===== config.mk =====
export PLATFORM = sky130hd
export DESIGN_NAME = tile_draw_ctrl_flat
export DESIGN_NICKNAME = d
export VERILOG_FILES = /design/src/rtl/vga_tile_pkg.sv /design/src/rtl/tile_draw_ctrl_if.sv /design/src/rtl/tile_rr_arbiter.sv /design/src/rtl/tile_draw_ctrl.sv /design/src/flat_wrapper.sv
export SDC_FILE = /design/constraint.sdc
export NUM_CORES = 1
export LEC_CHECK = 0
export CAP_MARGIN = 30
export CORE_MARGIN = 2
export CORE_UTILIZATION = 34
export DETAILED_ROUTE_END_ITERATION = 7
export GPL_ROUTABILITY_DRIVEN = 0
export PLACE_DENSITY = 0.63
export SKIP_CTS_REPAIR_TIMING = 1
export SYNTH_ARGS = -nofsm -noshare
export SYNTH_HDL_FRONTEND = slang
export SYNTH_SLANG_ARGS = --single-unit
export TNS_END_PERCENT = 50

===== constraint.sdc =====
create_clock -name clock -period 6.5 [get_ports clock]
set_input_delay 1.625 -clock clock [delete_from_list [all_inputs] [get_ports clock]]
set_output_delay 1.625 -clock clock [all_outputs]
set_load 0.01 [all_outputs]

===== src/rtl/vga_tile_pkg.sv =====
// Shared types and widths for the tile draw controller and its VGA pixel port.
// Contents: colour/coordinate widths, cell-coordinate widths, FSM state and
// client-id enums, and the packed tile request payload.
package vga_tile_pkg;

  localparam int unsigned COLOR_DEPTH = 9;
  localparam int unsigned X_W         = 10;
  localparam int unsigned Y_W         = 9;
  localparam int unsigned COL_W       = 4;
  localparam int unsigned ROW_W       = 5;

  typedef enum logic {
    IDLE = 1'b0,
    DRAW = 1'b1
  } state_t;

  typedef enum logic {
    CLIENT0 = 1'b0,
    CLIENT1 = 1'b1
  } client_id_t;

  typedef struct packed {
    logic [COL_W-1:0]       col;
    logic [ROW_W-1:0]       row;
    logic [COLOR_DEPTH-1:0] color;
  } tile_req_t;

endpackage


===== src/rtl/tile_draw_ctrl_if.sv =====
// Request handshake and pixel-write bundle of the tile draw controller.
// master: request clients and pixel sink (drives valid/fields, sees ready/pixels)
// slave : tile_draw_ctrl (drives ready, x, y, color, write, busy)
interface tile_draw_ctrl_if;
  import vga_tile_pkg::*;

  logic                   req0_valid;
  logic                   req0_ready;
  logic [COL_W-1:0]       req0_col;
  logic [ROW_W-1:0]       req0_row;
  logic [COLOR_DEPTH-1:0] req0_color;

  logic                   req1_valid;
  logic                   req1_ready;
  logic [COL_W-1:0]       req1_col;
  logic [ROW_W-1:0]       req1_row;
  logic [COLOR_DEPTH-1:0] req1_color;

  logic [X_W-1:0]         x;
  logic [Y_W-1:0]         y;
  logic [COLOR_DEPTH-1:0] color;
  logic                   write;
  logic                   busy;

  modport master (
    output req0_valid, req0_col, req0_row, req0_color,
    output req1_valid, req1_col, req1_row, req1_color,
    input  req0_ready, req1_ready,
    input  x, y, color, write, busy
  );

  modport slave (
    input  req0_valid, req0_col, req0_row, req0_color,
    input  req1_valid, req1_col, req1_row, req1_color,
    output req0_ready, req1_ready,
    output x, y, color, write, busy
  );

endinterface


===== src/rtl/tile_rr_arbiter.sv =====
// Two-requester round-robin arbiter with a last-grant register.
// Ports:
//   clk_i, rst_ni : clock, synchronous active-low reset
//   en_i          : arbitration allowed this cycle
//   req_i[1:0]    : request per client
//   grant_o[1:0]  : one-hot combinational grant (zero when disabled or idle)
module tile_rr_arbiter
  import vga_tile_pkg::*;
(
  input  logic       clk_i,
  input  logic       rst_ni,
  input  logic       en_i,
  input  logic [1:0] req_i,
  output logic [1:0] grant_o
);

  client_id_t last_q;

  // On a tie, favour the client that was not granted last.
  always_comb begin
    grant_o = 2'b00;
    if (en_i) begin
      case (req_i)
        2'b01:   grant_o = 2'b01;
        2'b10:   grant_o = 2'b10;
        2'b11:   grant_o = (last_q == CLIENT1) ? 2'b01 : 2'b10;
        default: grant_o = 2'b00;
      endcase
    end
  end

  // Reset to CLIENT1 so client 0 wins the first tie.
  always_ff @(posedge clk_i) begin
    if (!rst_ni) begin
      last_q <= CLIENT1;
    end else if (grant_o != 2'b00) begin
      last_q <= grant_o[1] ? CLIENT1 : CLIENT0;
    end
  end

endmodule


===== src/rtl/tile_draw_ctrl.sv =====
// Tile draw controller: accepts cell-draw requests from two clients and
// rasterises each TILE x TILE cell onto a VGA pixel-write port.
// Ports:
//   clock, resetn : 50 MHz clock, synchronous active-low reset
//   bus (slave)   : reqN_valid/ready/col/row/color handshakes, registered
//                   x/y/color/write pixel port, busy
// Optional feature: define TILE_DRAW_BORDER_EN to draw a one-pixel black
// border around every tile.
module tile_draw_ctrl
  import vga_tile_pkg::*;
#(
  parameter int unsigned TILE  = 16,
  parameter int unsigned NCOLS = 10,
  parameter int unsigned NROWS = 20,
  parameter int unsigned X0    = 240,
  parameter int unsigned Y0    = 80
) (
  input  logic         clock,
  input  logic         resetn,
  tile_draw_ctrl_if.slave bus
);

  localparam int unsigned D_W = (TILE > 1) ? $clog2(TILE) : 1;

  state_t                 state_q;
  tile_req_t              tile_q;
  logic [D_W-1:0]         dx_q, dy_q;
  logic [D_W-1:0]         dx_d, dy_d;
  logic [X_W-1:0]         x_q, x_d;
  logic [Y_W-1:0]         y_q, y_d;
  logic [COLOR_DEPTH-1:0] color_q, color_d;
  logic                   write_q;

  logic [1:0]             req_vld;
  logic [1:0]             grant;
  logic                   arb_en;
  logic                   xfer;
  logic                   in_range;
  logic                   last_px;
  tile_req_t              sel_req;
  tile_req_t              src_req;

  assign req_vld = {bus.req1_valid, bus.req0_valid};
  // No grants while in reset so nothing is consumed that will be forgotten.
  assign arb_en  = (state_q == IDLE) && resetn;

  tile_rr_arbiter u_arb (
    .clk_i   (clock),
    .rst_ni  (resetn),
    .en_i    (arb_en),
    .req_i   (req_vld),
    .grant_o (grant)
  );

  assign bus.req0_ready = grant[0];
  assign bus.req1_ready = grant[1];
  assign xfer           = |(grant & req_vld);

  // Payload of the granted client.
  always_comb begin
    if (grant[1]) begin
      sel_req.col   = bus.req1_col;
      sel_req.row   = bus.req1_row;
      sel_req.color = bus.req1_color;
    end else begin
      sel_req.col   = bus.req0_col;
      sel_req.row   = bus.req0_row;
      sel_req.color = bus.req0_color;
    end
  end

  assign in_range = (32'(sel_req.col) < NCOLS) && (32'(sel_req.row) < NROWS);
  assign last_px  = (dx_q == D_W'(TILE - 1)) && (dy_q == D_W'(TILE - 1));

  // Next pixel: first pixel of the incoming tile in IDLE, raster step in DRAW.
  always_comb begin
    src_req = tile_q;
    dx_d    = '0;
    dy_d    = '0;
    if (state_q == IDLE) begin
      src_req = sel_req;
    end else if (dx_q == D_W'(TILE - 1)) begin
      dy_d = dy_q + D_W'(1);
    end else begin
      dx_d = dx_q + D_W'(1);
      dy_d = dy_q;
    end
    x_d = X_W'(X0 + 32'(src_req.col) * TILE + 32'(dx_d));
    y_d = Y_W'(Y0 + 32'(src_req.row) * TILE + 32'(dy_d));
  end

`ifdef TILE_DRAW_BORDER_EN
  logic on_border;

  // Edge pixels of the tile are forced to black.
  always_comb begin
    on_border = (dx_d == '0) || (dx_d == D_W'(TILE - 1)) ||
                (dy_d == '0) || (dy_d == D_W'(TILE - 1));
    color_d   = on_border ? '0 : src_req.color;
  end
`else
  assign color_d = src_req.color;
`endif

  // Controller FSM with registered pixel port.
  always_ff @(posedge clock) begin
    if (!resetn) begin
      state_q <= IDLE;
      tile_q  <= '0;
      dx_q    <= '0;
      dy_q    <= '0;
      x_q     <= '0;
      y_q     <= '0;
      color_q <= '0;
      write_q <= 1'b0;
    end else begin
      case (state_q)
        IDLE: begin
          if (xfer) begin
            tile_q <= sel_req;
            dx_q   <= '0;
            dy_q   <= '0;
            // Out-of-range cells are consumed without drawing.
            if (in_range) begin
              state_q <= DRAW;
              write_q <= 1'b1;
              x_q     <= x_d;
              y_q     <= y_d;
              color_q <= color_d;
            end
          end
        end
        DRAW: begin
          if (last_px) begin
            state_q <= IDLE;
            write_q <= 1'b0;
            dx_q    <= '0;
            dy_q    <= '0;
          end else begin
            write_q <= 1'b1;
            dx_q    <= dx_d;
            dy_q    <= dy_d;
            x_q     <= x_d;
            y_q     <= y_d;
            color_q <= color_d;
          end
        end
        default: state_q <= IDLE;
      endcase
    end
  end

  assign bus.x     = x_q;
  assign bus.y     = y_q;
  assign bus.color = color_q;
  assign bus.write = write_q;
  assign bus.busy  = (state_q == DRAW);

endmodule


===== src/flat_wrapper.sv =====
// flat-port wrapper written by rule: the top's interface ports become plain ports
module tile_draw_ctrl_flat import vga_tile_pkg::*;
#(
  parameter int unsigned TILE  = 16,
  parameter int unsigned NCOLS = 10,
  parameter int unsigned NROWS = 20,
  parameter int unsigned X0    = 240,
  parameter int unsigned Y0    = 80
)
  (clock, resetn, bus_req0_valid, bus_req0_col, bus_req0_row, bus_req0_color, bus_req1_valid, bus_req1_col, bus_req1_row, bus_req1_color, bus_req0_ready, bus_req1_ready, bus_x, bus_y, bus_color, bus_write, bus_busy);
  tile_draw_ctrl_if bus_i ();
  input  logic clock;
  input  logic resetn;
  input wire logic [$bits(bus_i.req0_valid)-1:0] bus_req0_valid;
  input wire logic [$bits(bus_i.req0_col)-1:0] bus_req0_col;
  input wire logic [$bits(bus_i.req0_row)-1:0] bus_req0_row;
  input wire logic [$bits(bus_i.req0_color)-1:0] bus_req0_color;
  input wire logic [$bits(bus_i.req1_valid)-1:0] bus_req1_valid;
  input wire logic [$bits(bus_i.req1_col)-1:0] bus_req1_col;
  input wire logic [$bits(bus_i.req1_row)-1:0] bus_req1_row;
  input wire logic [$bits(bus_i.req1_color)-1:0] bus_req1_color;
  output wire logic [$bits(bus_i.req0_ready)-1:0] bus_req0_ready;
  output wire logic [$bits(bus_i.req1_ready)-1:0] bus_req1_ready;
  output wire logic [$bits(bus_i.x)-1:0] bus_x;
  output wire logic [$bits(bus_i.y)-1:0] bus_y;
  output wire logic [$bits(bus_i.color)-1:0] bus_color;
  output wire logic [$bits(bus_i.write)-1:0] bus_write;
  output wire logic [$bits(bus_i.busy)-1:0] bus_busy;
  assign bus_i.req0_valid = bus_req0_valid;
  assign bus_i.req0_col = bus_req0_col;
  assign bus_i.req0_row = bus_req0_row;
  assign bus_i.req0_color = bus_req0_color;
  assign bus_i.req1_valid = bus_req1_valid;
  assign bus_i.req1_col = bus_req1_col;
  assign bus_i.req1_row = bus_req1_row;
  assign bus_i.req1_color = bus_req1_color;
  assign bus_req0_ready = bus_i.req0_ready;
  assign bus_req1_ready = bus_i.req1_ready;
  assign bus_x = bus_i.x;
  assign bus_y = bus_i.y;
  assign bus_color = bus_i.color;
  assign bus_write = bus_i.write;
  assign bus_busy = bus_i.busy;
  tile_draw_ctrl #(.TILE(TILE), .NCOLS(NCOLS), .NROWS(NROWS), .X0(X0), .Y0(Y0)) u_core (.clock(clock), .resetn(resetn), .bus(bus_i));
endmodule

After elaboration in Yosys (flattened, before gate mapping)
Index checks and enable logic that the tools add are counted.

word-level totals
  register bits after elaboration = 57
  bits in latches = 0
  memory bits (writable) = 0
  ROM bits = 0
  input port bits = 40
  output and inout port bits = 32
  logic and storage cells = 71
  memories kept = 0

operators by class
  add/sub/neg operators = 6
  $mul = 0
  div/mod/pow operators = 0
  $lt $le $gt $ge = 2
  equal/unequal tests = 8
  shifts and indexed selects = 0
  mux-type cells = 34
  bitwise logic cells = 2
  reduce and logical (&&, ||, !) cells = 8

operator list
  kind                                                             count
  9-bit two-way mux                                                6
  18-bit two-way mux                                               2
  9-bit one-hot mux with 2 select lines                            2
  10-bit two-way mux                                               3
  4-bit two-way mux                                                7
  10-bit one-hot mux with 2 select lines                           1
  4-bit one-hot mux with 2 select lines                            2
  10-bit by 4-bit adder with 10-bit output                         1
  7-bit by 9-bit adder with 9-bit output, first input constant     1
  8-bit by 8-bit adder with 9-bit output, first input constant     1
  9-bit by 4-bit adder with 9-bit output                           1
  4-bit by 1-bit adder with 4-bit output, second input constant    2
  4-bit equality test, second input constant                       2
  1-bit two-way mux                                                6
  2-bit one-hot mux with 3 select lines                            1
  5-bit < comparator, second input constant                        1
  2-bit equality test, second input constant                       2
  4-bit < comparator, second input constant                        1
  2-bit two-way mux                                                2
  2-bit by 1-bit != test with 1-bit output, second input constant  2
  1-bit one-hot mux with 2 select lines                            2
  2-bit AND reduction                                              2
  1-bit logical AND                                                3
  3-bit AND reduction                                              1
  other kinds (6)                                                  6

Longest topological paths before layout
Gate-level depths: netlist of the first run.

  depth after elaboration = 10
  depth in mapped cells = 10
  mapped depth without buffers = 9

Hierarchy
A second synthesis of the first run with hierarchy kept.

unflattened totals
  cells, all modules = 326
  area, all modules = 2808.9 um2

by module, submodules not included
  module           times used  cells each  area each (um2)  sequential area each (um2)
  tile_draw_ctrl   1           318         2752.6           1101.1
  tile_rr_arbiter  1           8           56.3             20.0

Least setup slack after synthesis of the first run
OpenSTA, ideal clock, no wires.

  kind = input port to output port
  start = input port resetn
  end = output port bus_req1_ready
  arrival = 2.365 ns
  required time = 4.875 ns
  path slack = 2.510 ns
  cell stages on the path = 5
  path buffers = 2
  path through = a21boi_2 buf_4 nand2_4 buf_4 inv_1

on the way
  cells in the longest elaborated chain, start to end = 2

ends and longest elaborated chain
  what               RTL line               text
  from (decl)        flat_wrapper.sv:13     input logic resetn;
  1-bit logical AND  tile_draw_ctrl.sv:45   assign arb_en = (state_q == IDLE) && resetn;
  2-bit two-way mux  tile_rr_arbiter.sv:22  if (en_i) begin
  to (decl)          flat_wrapper.sv:23     output wire logic [$bits(bus_i.req1_ready)-1:0] bus_req1_ready;

Every way passes these cells.

Worst setup path after layout of the first run
  start = input port bus_req1_valid
  end = output port bus_req1_ready

on the way
  cells in the longest elaborated chain, start to end = 3
  elaborated cells between the ends (all ways) = 5
  classes of those cells = 3 x eq/ne; 2 x mux

ends and longest elaborated chain
  what                                                                                          RTL line               text
  from (decl)                                                                                   flat_wrapper.sv:18     input wire logic [$bits(bus_i.req1_valid)-1:0] bus_req1_valid;
  2-bit equality test / 2-bit by 1-bit equality test with 1-bit output (equally long branches)  tile_rr_arbiter.sv:23  case (req_i)
  2-bit one-hot mux with 3 select lines (*)                                                     tile_rr_arbiter.sv:23
  2-bit two-way mux (*)                                                                         tile_rr_arbiter.sv:22

Every way passes the cells marked *; elsewhere a longest branch is shown, timed or not.

==> flow_summary_export.csv, run 1 <==
group,metric,value,unit
status,status,"finished, final reports clean",
cts,clk_pin_slew,90,ps
critical_path,worst_path_most_repeated_cell,"clkdlybuf4s50_1",
critical_path,critPathCapture,"bus_req1_ready",
job,maxCapViolations,0,
layout,syn_to_final_growth,29.9,%
synth,synth_top_cell_by_area,"dfxtp_1",
drt,viasPerCell,5.05,
placement,io_buffers,70,
synth,synthesis.nets,378,
cts,cts_made_buffers,5,
cts,cts_tree,"built",
critical_path,startpoint,"bus_req1_valid",
floorplan,die_w,94.1,µm
sta,rsz0062_at_grt,"no",
sta,setup_violations,0,
cts,cts_sinks,56,
critical_path,worstRegToRegCells,8,
sta,relSlewSlack,39.3,%
floorplan,pin_count,72,
cts,worstSkewPairLatency,310,ps
synth,ys.flop_type,"dfxtp_1",
critical_path,end_kind,"output pin",
synth,synthCells,334,
global_routing,grt_use_met3,3.29,%
pwr,ir_drop,0.000108,V
drt,drc,0,
critical_path,startpoint_type,"input pin",
global_routing,grt_overflow,0,
sta,fin_crit,5370,ps
global_routing,grt_pass1_vias,2357,
layout,antennaDiodeCount,0,
layout,drive_gt1_share,5.12,%
drt,drt_iter0_drc,147,
synth,synth_edf_count,0,
synth,synth.most_common_cell,"dfxtp_1",
drt,routedWlPerCell,13.5,µm
synth,ys_seq_area_share,40.6,%
sta,fmax,186,MHz
drt,antenna_left,0,
critical_path,crit_fanout,18,
synth,ys_types,53,
sta,drv_slew,0,
sta,clock-skew-final,5.23,ps
sta,fin_crit_sh,82.6,%
placement,pre_cts_ws,1160,ps
critical_path,r2r-end,"u_core.bus.y[8]",
global_routing,grt_pass1_wl,11100,µm
synth,synth-seq-cells,56,
layout,layout.nets,434,
placement,post_dp_cell_area,3480,µm²
critical_path,crit_type,"in2out",
sta,tns,0,ps
placement,dp_hpwl,4820,µm
critical_path,crit-reg2reg-launch,"u_core.bus.busy",
synth,async_flop_share,0,%
sta,timing.final.ws_setup,1130,ps
critical_path,worstSetupPathDepth,5,
synth,yosys-top-cells-count,"56 x dfxtp_1, 49 x nand2_1, 34 x o21ai_0",
floorplan,start_util,35.3,%
critical_path,crit_slowest_cell,"clkdlybuf4s50_1",
global_routing,grt_use_met2,24.5,%
synth,synthesis.area,2760,µm²
critical_path,crit_chain,"clkdlybuf4s50_1 -> nor2b_1 -> nand2_4 -> inv_1 -> clkdlybuf4s50_1",
pwr,power_leakage,0.00144,µW
drt,drt_pre_antenna_iters,4,
critical_path,arrival,3740,ps
critical_path,crit_buf_inv,3,
synth,syn_area_per_cell,8.26,µm²
floorplan,rows,32,
drt,routed_wl,6630,µm
cts,h-tree-depth,2,
global_routing,grt_use_met1,21.9,%
floorplan,die-area,8850,µm²
drt,vias,2489,
floorplan,die_h,94.1,µm
worst_hold_path,hold_path_class,"reg2reg",
synth,yosys-top-cells-area,"dfxtp_1 41%, mux2i_1 6.9%, nand2_1 6.7%",
synth,ys_warn_count,0,
critical_path,path_delay_family,"buffers and inverters",
critical_path,max_stage_delay,600,ps
global_routing,grt_max_degree,41,
sta,tightest_slew,910,ps
cts,clockBufferDepth,2,
sta,hold_viol,0,
floorplan,coreArea,7810,µm²
global_routing,top_usage_layer,"met2",
synth,synth.top_cell.area_share,40.6,%
critical_path,required,4880,ps
global_routing,track_usage,15.5,%
layout,postLayoutCellArea,3580,µm²
pwr,power_density,220,nW/µm²
global_routing,antenna_found_initial,0,
critical_path,ff2ff_setup_slack,3820,ps
cts,clock_tree.root_cell,"clkbuf_8",
report_power, final:
| part | switching [µW] | internal, µW |
|---|---|---|
| logic | 91.7 | 87.5 |
| registers | 15.7 | 370 |
| clock network | 110 | 115 |
tightest hold or removal path: stages, from the launching register on:
cell	delay (ps)
dfxtp_1	320
nand2_1	50
a21oi_1	50
through the flow:
step / hold slack, ps / total power (µW) / instances / utilization [%]
5_1_grt: 474 / 832 / 493 / 45.9
3_3_place_gp: 441 / 571 / 485 / 44.5
3_5_place_dp: 447 / 573 / 485 / 44.5
2_1_floorplan: 444 / 499 / 334 / -
6_report: 456 / 790 / 493 / 45.9
4_1_cts: 460 / 798 / 493 / 45.9
per-layer routing:
layer	up-vias	part of all wire (%)	wire length, µm
li1	1279	-	-
met1	1137	48	3190
met2	68	46	3040
met3	5	5.1	338
met4	0	0.89	59
met5	-	0	0
cell type report:
| type | instances | area, µm² |
|---|---|---|
| clock inverter | 2 | 35.0 |
| timing repair buffer | 74 | 731 |
| fill | 806 | 4220 |
| clock buffer | 6 | 72.6 |
| tap | 102 | 128 |
| sequential | 56 | 1120 |
| multi-input combinational | 247 | 1470 |
| inverter | 6 | 22.5 |
worst min-delay path by stage:
stage | from | endpoint | cells past startpoint
after CTS | u_core.bus.y[5] | u_core.bus.y[5] | 2
after global placement | u_core.bus.y[5] | u_core.bus.y[5] | 2
after global routing | u_core.bus.y[5] | u_core.bus.y[5] | 2
after floorplan | u_core.tile_q[0] | u_core.tile_q[0] | 2
after detailed placement | u_core.bus.y[5] | u_core.bus.y[5] | 2
final | u_core.bus.y[5] | u_core.bus.y[5] | 2
cell usage in the layout, fill, tap and decap left out, types with 3 or more instances in the layout:
cell / n
a21o_1: 3
and3_1: 4
a21oi_1: 32
mux2i_1: 19
ha_1: 4
buf_4: 4
nor2_1: 23
clkdlybuf4s50_1: 70
inv_1: 6
nor2b_1: 5
xnor2_1: 3
clkbuf_8: 5
dfxtp_1: 56
a22oi_1: 4
nand3_1: 23
o21ai_0: 34
nand2_1: 49
xor2_1: 5
sequential cells by signal (all words and copies together) (netlist names):
register / flops
u_core.bus.busy: 1
u_core.bus.color: 9
u_core.bus.write: 1
u_core.bus.x: 9
u_core.bus.y: 9
u_core.dx_q: 4
u_core.dy_q: 4
u_core.tile_q: 18
u_core.u_arb.last_q: 1
cells by family (layout without fill, tap and decap cells):
family	Yosys count	count (layout)	synth area share, %
buffers and inverters	31	88	5.94
multiplexers	21	21	7.85
adder cells (fa/ha/maj)	4	4	1.81
flip-flops	56	56	40.6
other	1	1	0.136
XOR/XNOR	8	8	2.54
AND/OR/NAND/NOR	116	116	19.1
AO/OA/AOI/OAI	97	97	22.0
No activity file was read; power rests on OpenSTA's default activity.
==> run 2, diff against run 1 <==
Clock period 6.5 ns to 5.2 ns, I/O delays scaled along.
==> flow_summary_export.csv, run 2 (same netlist as run 1, synthesis figures left out) <==
group,metric,value,unit
layout,drive_gt1_share,5.37,%
drt,drc,0,
cts,clk_pin_slew,90,ps
critical_path,arrival,3080,ps
layout,largest_reg_flops,18,
floorplan,start_util,35.3,%
floorplan,die-area,8850,µm²
global_routing,antenna_found_initial,0,
cts,cts_sinks,56,
sta,hold_viol,0,
worst_hold_path,min_from,"u_core.bus.color[8]",
critical_path,end_kind,"output pin",
placement,post_dp_cell_area,3480,µm²
worst_hold_path,hold_path_end,"u_core.bus.color[8]",
layout,postLayoutCellArea,3570,µm²
global_routing,grt_overflow,0,
placement,dp.cells,486,
critical_path,worstRegToRegCells,7,
layout,antennaDiodeCount,0,
global_routing,grt_pass1_vias,2296,
sta,fin_crit_sh,84.2,%
sta,clock-skew-final,5.52,ps
job,maxCapViolations,0,
floorplan,rows,32,
layout,final_cell_mix,"70 x clkdlybuf4s50_1, 56 x dfxtp_1, 49 x nand2_1",
layout,layout.nets,435,
floorplan,coreArea,7810,µm²
cts,clockBufferDepth,2,
critical_path,ff2ff_setup_slack,2580,ps
drt,routed_wl,6710,µm
critical_path,startpoint_type,"input pin",
layout,nFillCells,798,
drt,routedWlPerCell,13.6,µm
layout,syn_to_final_growth,29.6,%
drt,drt_iter0_drc,93,
drt,antenna_left,0,
sta,drv_slew,0,
sta,tns,0,ps
sta,setup_violations,0,
critical_path,r2r-end,"u_core.bus.x[7]",
worst_hold_path,hold_path_class,"reg2reg",
cts,h-tree-depth,2,
pwr,power_leakage,0.00143,µW
sta,fin_crit,4380,ps
placement,dp_hpwl,4800,µm
drt,drt_pre_antenna_iters,4,
sta,hold_ws,455,ps
sta,rsz0062_at_grt,"no",
layout,layout_commonest_cell,"clkdlybuf4s50_1",
pwr,power_density,266,nW/µm²
floorplan,pin_count,72,
layout,top_register,"u_core.tile_q",
cts,cts_made_buffers,5,
sta,tightest_slew,915,ps
pwr,ir_drop,0.0000964,V
sta,relSlewSlack,39.0,%
critical_path,startpoint,"bus_req1_valid",
floorplan,die_w,94.1,µm
drt,vias,2520,
global_routing,grt_pass1_wl,10800,µm
cts,clock_tree.root_cell,"clkbuf_8",
critical_path,crit_type,"in2out",
drt,viasPerCell,5.11,
worst_hold_path,whs_path_depth,2,
global_routing,grt_max_degree,41,
cts,cts_tree,"built",
cts,worstSkewPairLatency,310,ps
sta,fmax,228,MHz
placement,io_buffers,70,
global_routing,track_usage,15.3,%
layout,final_cells,493,
critical_path,crit-reg2reg-launch,"u_core.bus.busy",
critical_path,required,3900,ps
floorplan,die_h,94.1,µm
critical_path,crit_fanout,9,
status,status,"finished, final reports clean",
## run 2: cell count changes in the layout (fill, tap and decap cells not counted)
cell and change:
clkinv_4 +1, clkbuf_8 +1, clkbuf_1 -1, buf_4 +1, clkinv_2 -1, bufinv_16 -1
## run 2: worst max-delay path, stage by stage
cell and delay (ps):
clkdlybuf4s50_1 610, nor2b_1 460, nand2_4 70, inv_1 100, clkdlybuf4s50_1 540
## run 2: worst max-delay path by stage
stage	slack, ps	endpoint
after floorplan	1860	bus_req1_ready
after global placement	850	bus_req1_ready
after detailed placement	820	bus_req1_ready
after CTS	810	bus_req1_ready
after global routing	710	bus_req1_ready
final	820	bus_req1_ready
## run 2: stage by stage
step / util, % / total power, µW / setup WS [ps]
floorplan: - / 624 / 1860
global route: 45.8 / 1010 / 711
finish: 45.8 / 952 / 820
CTS: 45.8 / 964 / 807
detailed placement: 44.6 / 719 / 822
global placement: 44.6 / 715 / 847
## run 2: metal layers
layer,track usage [%],up-vias,wire (µm)
li1,-,1280,-
met1,20.2,1174,3220
met2,25.4,62,3120
met3,3.05,4,322
met4,4.35,0,53
met5,0,-,0
## run 2: area by class of cell
cell class / instances / area [µm²] / area share (%)
Clock inverter: 1 / 8.76 / 0.245
Clock buffer: 6 / 82.6 / 2.31
Timing Repair Buffer: 75 / 738 / 20.7
Inverter: 6 / 22.5 / 0.630
Multi-Input combinational cell: 247 / 1470 / 41.2
Tap cell: 102 / 128 / 3.57
Sequential cell: 56 / 1120 / 31.4
## run 2: power by group
part | total [µW] | leakage (µW) | switching [µW] | internal (µW)
Clock | 245 | 0.0000473 | 138 | 107
Sequential | 482 | 0.000459 | 19.3 | 463
Combinational | 225 | 0.000928 | 115 | 110
==> run 3, diff against run 2 <==
Clock period 5.2 ns to 4.4 ns, I/O delays scaled along.
==> flow_summary_export.csv, run 3 (same netlist as run 1, synthesis figures left out) <==
group,metric,value,unit
status,status,"finished, final reports clean",
placement,dp_hpwl,4970,µm
placement,io_buffers,70,
drt,drt_iter0_drc,94,
sta,fin_crit,3800,ps
sta,drv_slew,0,
cts,h-tree-depth,2,
sta,fmax,263,MHz
layout,drive_gt1_share,6.55,%
cts,cts_made_buffers,5,
floorplan,die_w,94.1,µm
floorplan,pin_count,72,
critical_path,startpoint_type,"input pin",
layout,antennaDiodeCount,0,
cts,clock_tree.root_cell,"clkbuf_8",
sta,tns,0,ps
floorplan,coreArea,7810,µm²
cts,cts_sinks,56,
layout,layout_commonest_cell,"clkdlybuf4s50_1",
layout,layout.nets,440,
pwr,ir_drop,0.000170,V
layout,nFillCells,801,
drt,routed_wl,6740,µm
layout,syn_to_final_growth,30.8,%
critical_path,arrival,2700,ps
worst_hold_path,min_from,"u_core.bus.x[1]",
critical_path,crit_fanout,9,
sta,fin_crit_sh,86.5,%
sta,setup_violations,0,
layout,fin_util,46.2,%
layout,regArea,1120,µm²
critical_path,ff2ff_setup_slack,1760,ps
drt,vias,2482,
cts,clk_pin_slew,100,ps
global_routing,track_usage,15.8,%
cts,clockBufferDepth,2,
sta,rsz0062_at_grt,"no",
layout,largest_reg_flops,18,
sta,hold_viol,0,
critical_path,crit-reg2reg-launch,"u_core.bus.busy",
cts,cts_tree,"built",
floorplan,start_util,35.3,%
sta,tightest_slew,901,ps
global_routing,grt_max_degree,41,
worst_hold_path,hold_path_end,"u_core.bus.x[1]",
critical_path,crit_type,"in2out",
pwr,power_density,312,nW/µm²
layout,top_register,"u_core.tile_q",
cts,worstSkewPairLatency,310,ps
global_routing,antenna_found_initial,0,
drt,drt_pre_antenna_iters,4,
floorplan,rows,32,
layout,multi_input_area,1470,µm²
drt,routedWlPerCell,13.5,µm
drt,drc,0,
floorplan,die-area,8850,µm²
critical_path,worstRegToRegCells,10,
global_routing,grt_pass1_vias,2355,
global_routing,grt_overflow,0,
critical_path,end_kind,"output pin",
global_routing,grt_pass1_wl,11200,µm
worst_hold_path,hold_path_class,"reg2reg",
worst_hold_path,whs_path_depth,2,
critical_path,r2r-end,"u_core.bus.y[8]",
sta,clock-skew-final,4.99,ps
layout,final_cell_mix,"70 x clkdlybuf4s50_1, 56 x dfxtp_1, 49 x nand2_1",
floorplan,die_h,94.1,µm
drt,antenna_left,0,
sta,relSlewSlack,39.8,%
drt,viasPerCell,4.97,
pwr,power_leakage,0.00145,µW
job,maxCapViolations,0,
critical_path,required,3300,ps
==> run 3: per-layer routing <==
layer / global-route usage (%) / part of all wire, %
met5: 0 / 0
met4: 3.62 / 0.92
met3: 3.21 / 4.9
met2: 25.0 / 45
met1: 22.2 / 49
==> run 3: final cells by class <==
| cell class | instances | share of cell area [%] |
|---|---|---|
| multi-input combinational | 247 | 40.8 |
| sequential | 56 | 31.1 |
| timing repair buffer | 80 | 21.5 |
| tap | 102 | 3.54 |
| clock buffer | 6 | 2.01 |
| inverter | 6 | 0.624 |
| clock inverter | 2 | 0.451 |
==> run 3: per-stage QoR <==
step	instance area, µm²	hold slack [ps]	setup slack (ps)	power (µW)	cells
2_1_floorplan	2760	444	1460	738	334
3_3_place_gp	3520	441	632	850	491
3_5_place_dp	3520	449	583	854	491
4_1_cts	3610	463	583	1140	499
5_1_grt	3610	483	508	1190	499
6_report	3610	460	596	1120	499
==> run 3: critical path, cell delays in order <==
cell and delay (ps):
clkdlybuf4s50_1 620, nor2b_1 290, nand2_4 70, inv_1 90
clkdlybuf4s50_1 540
==> run 3: how the worst max path moves through the flow <==
| stage | start | end | cells after the start |
|---|---|---|---|
| after floorplan | resetn | bus_req1_ready | 5 |
| final | bus_req1_valid | bus_req1_ready | 5 |
| after global placement | bus_req1_valid | bus_req1_ready | 5 |
| after global routing | bus_req1_valid | bus_req1_ready | 5 |
| after detailed placement | bus_req1_valid | bus_req1_ready | 5 |
| after CTS | bus_req1_valid | bus_req1_ready | 5 |
==> run 3: power by group <==
part	internal (µW)	total, µW	switching, µW
clock network	114	284	170
registers	547	573	26.5
logic	134	267	133
total	795	1120	330
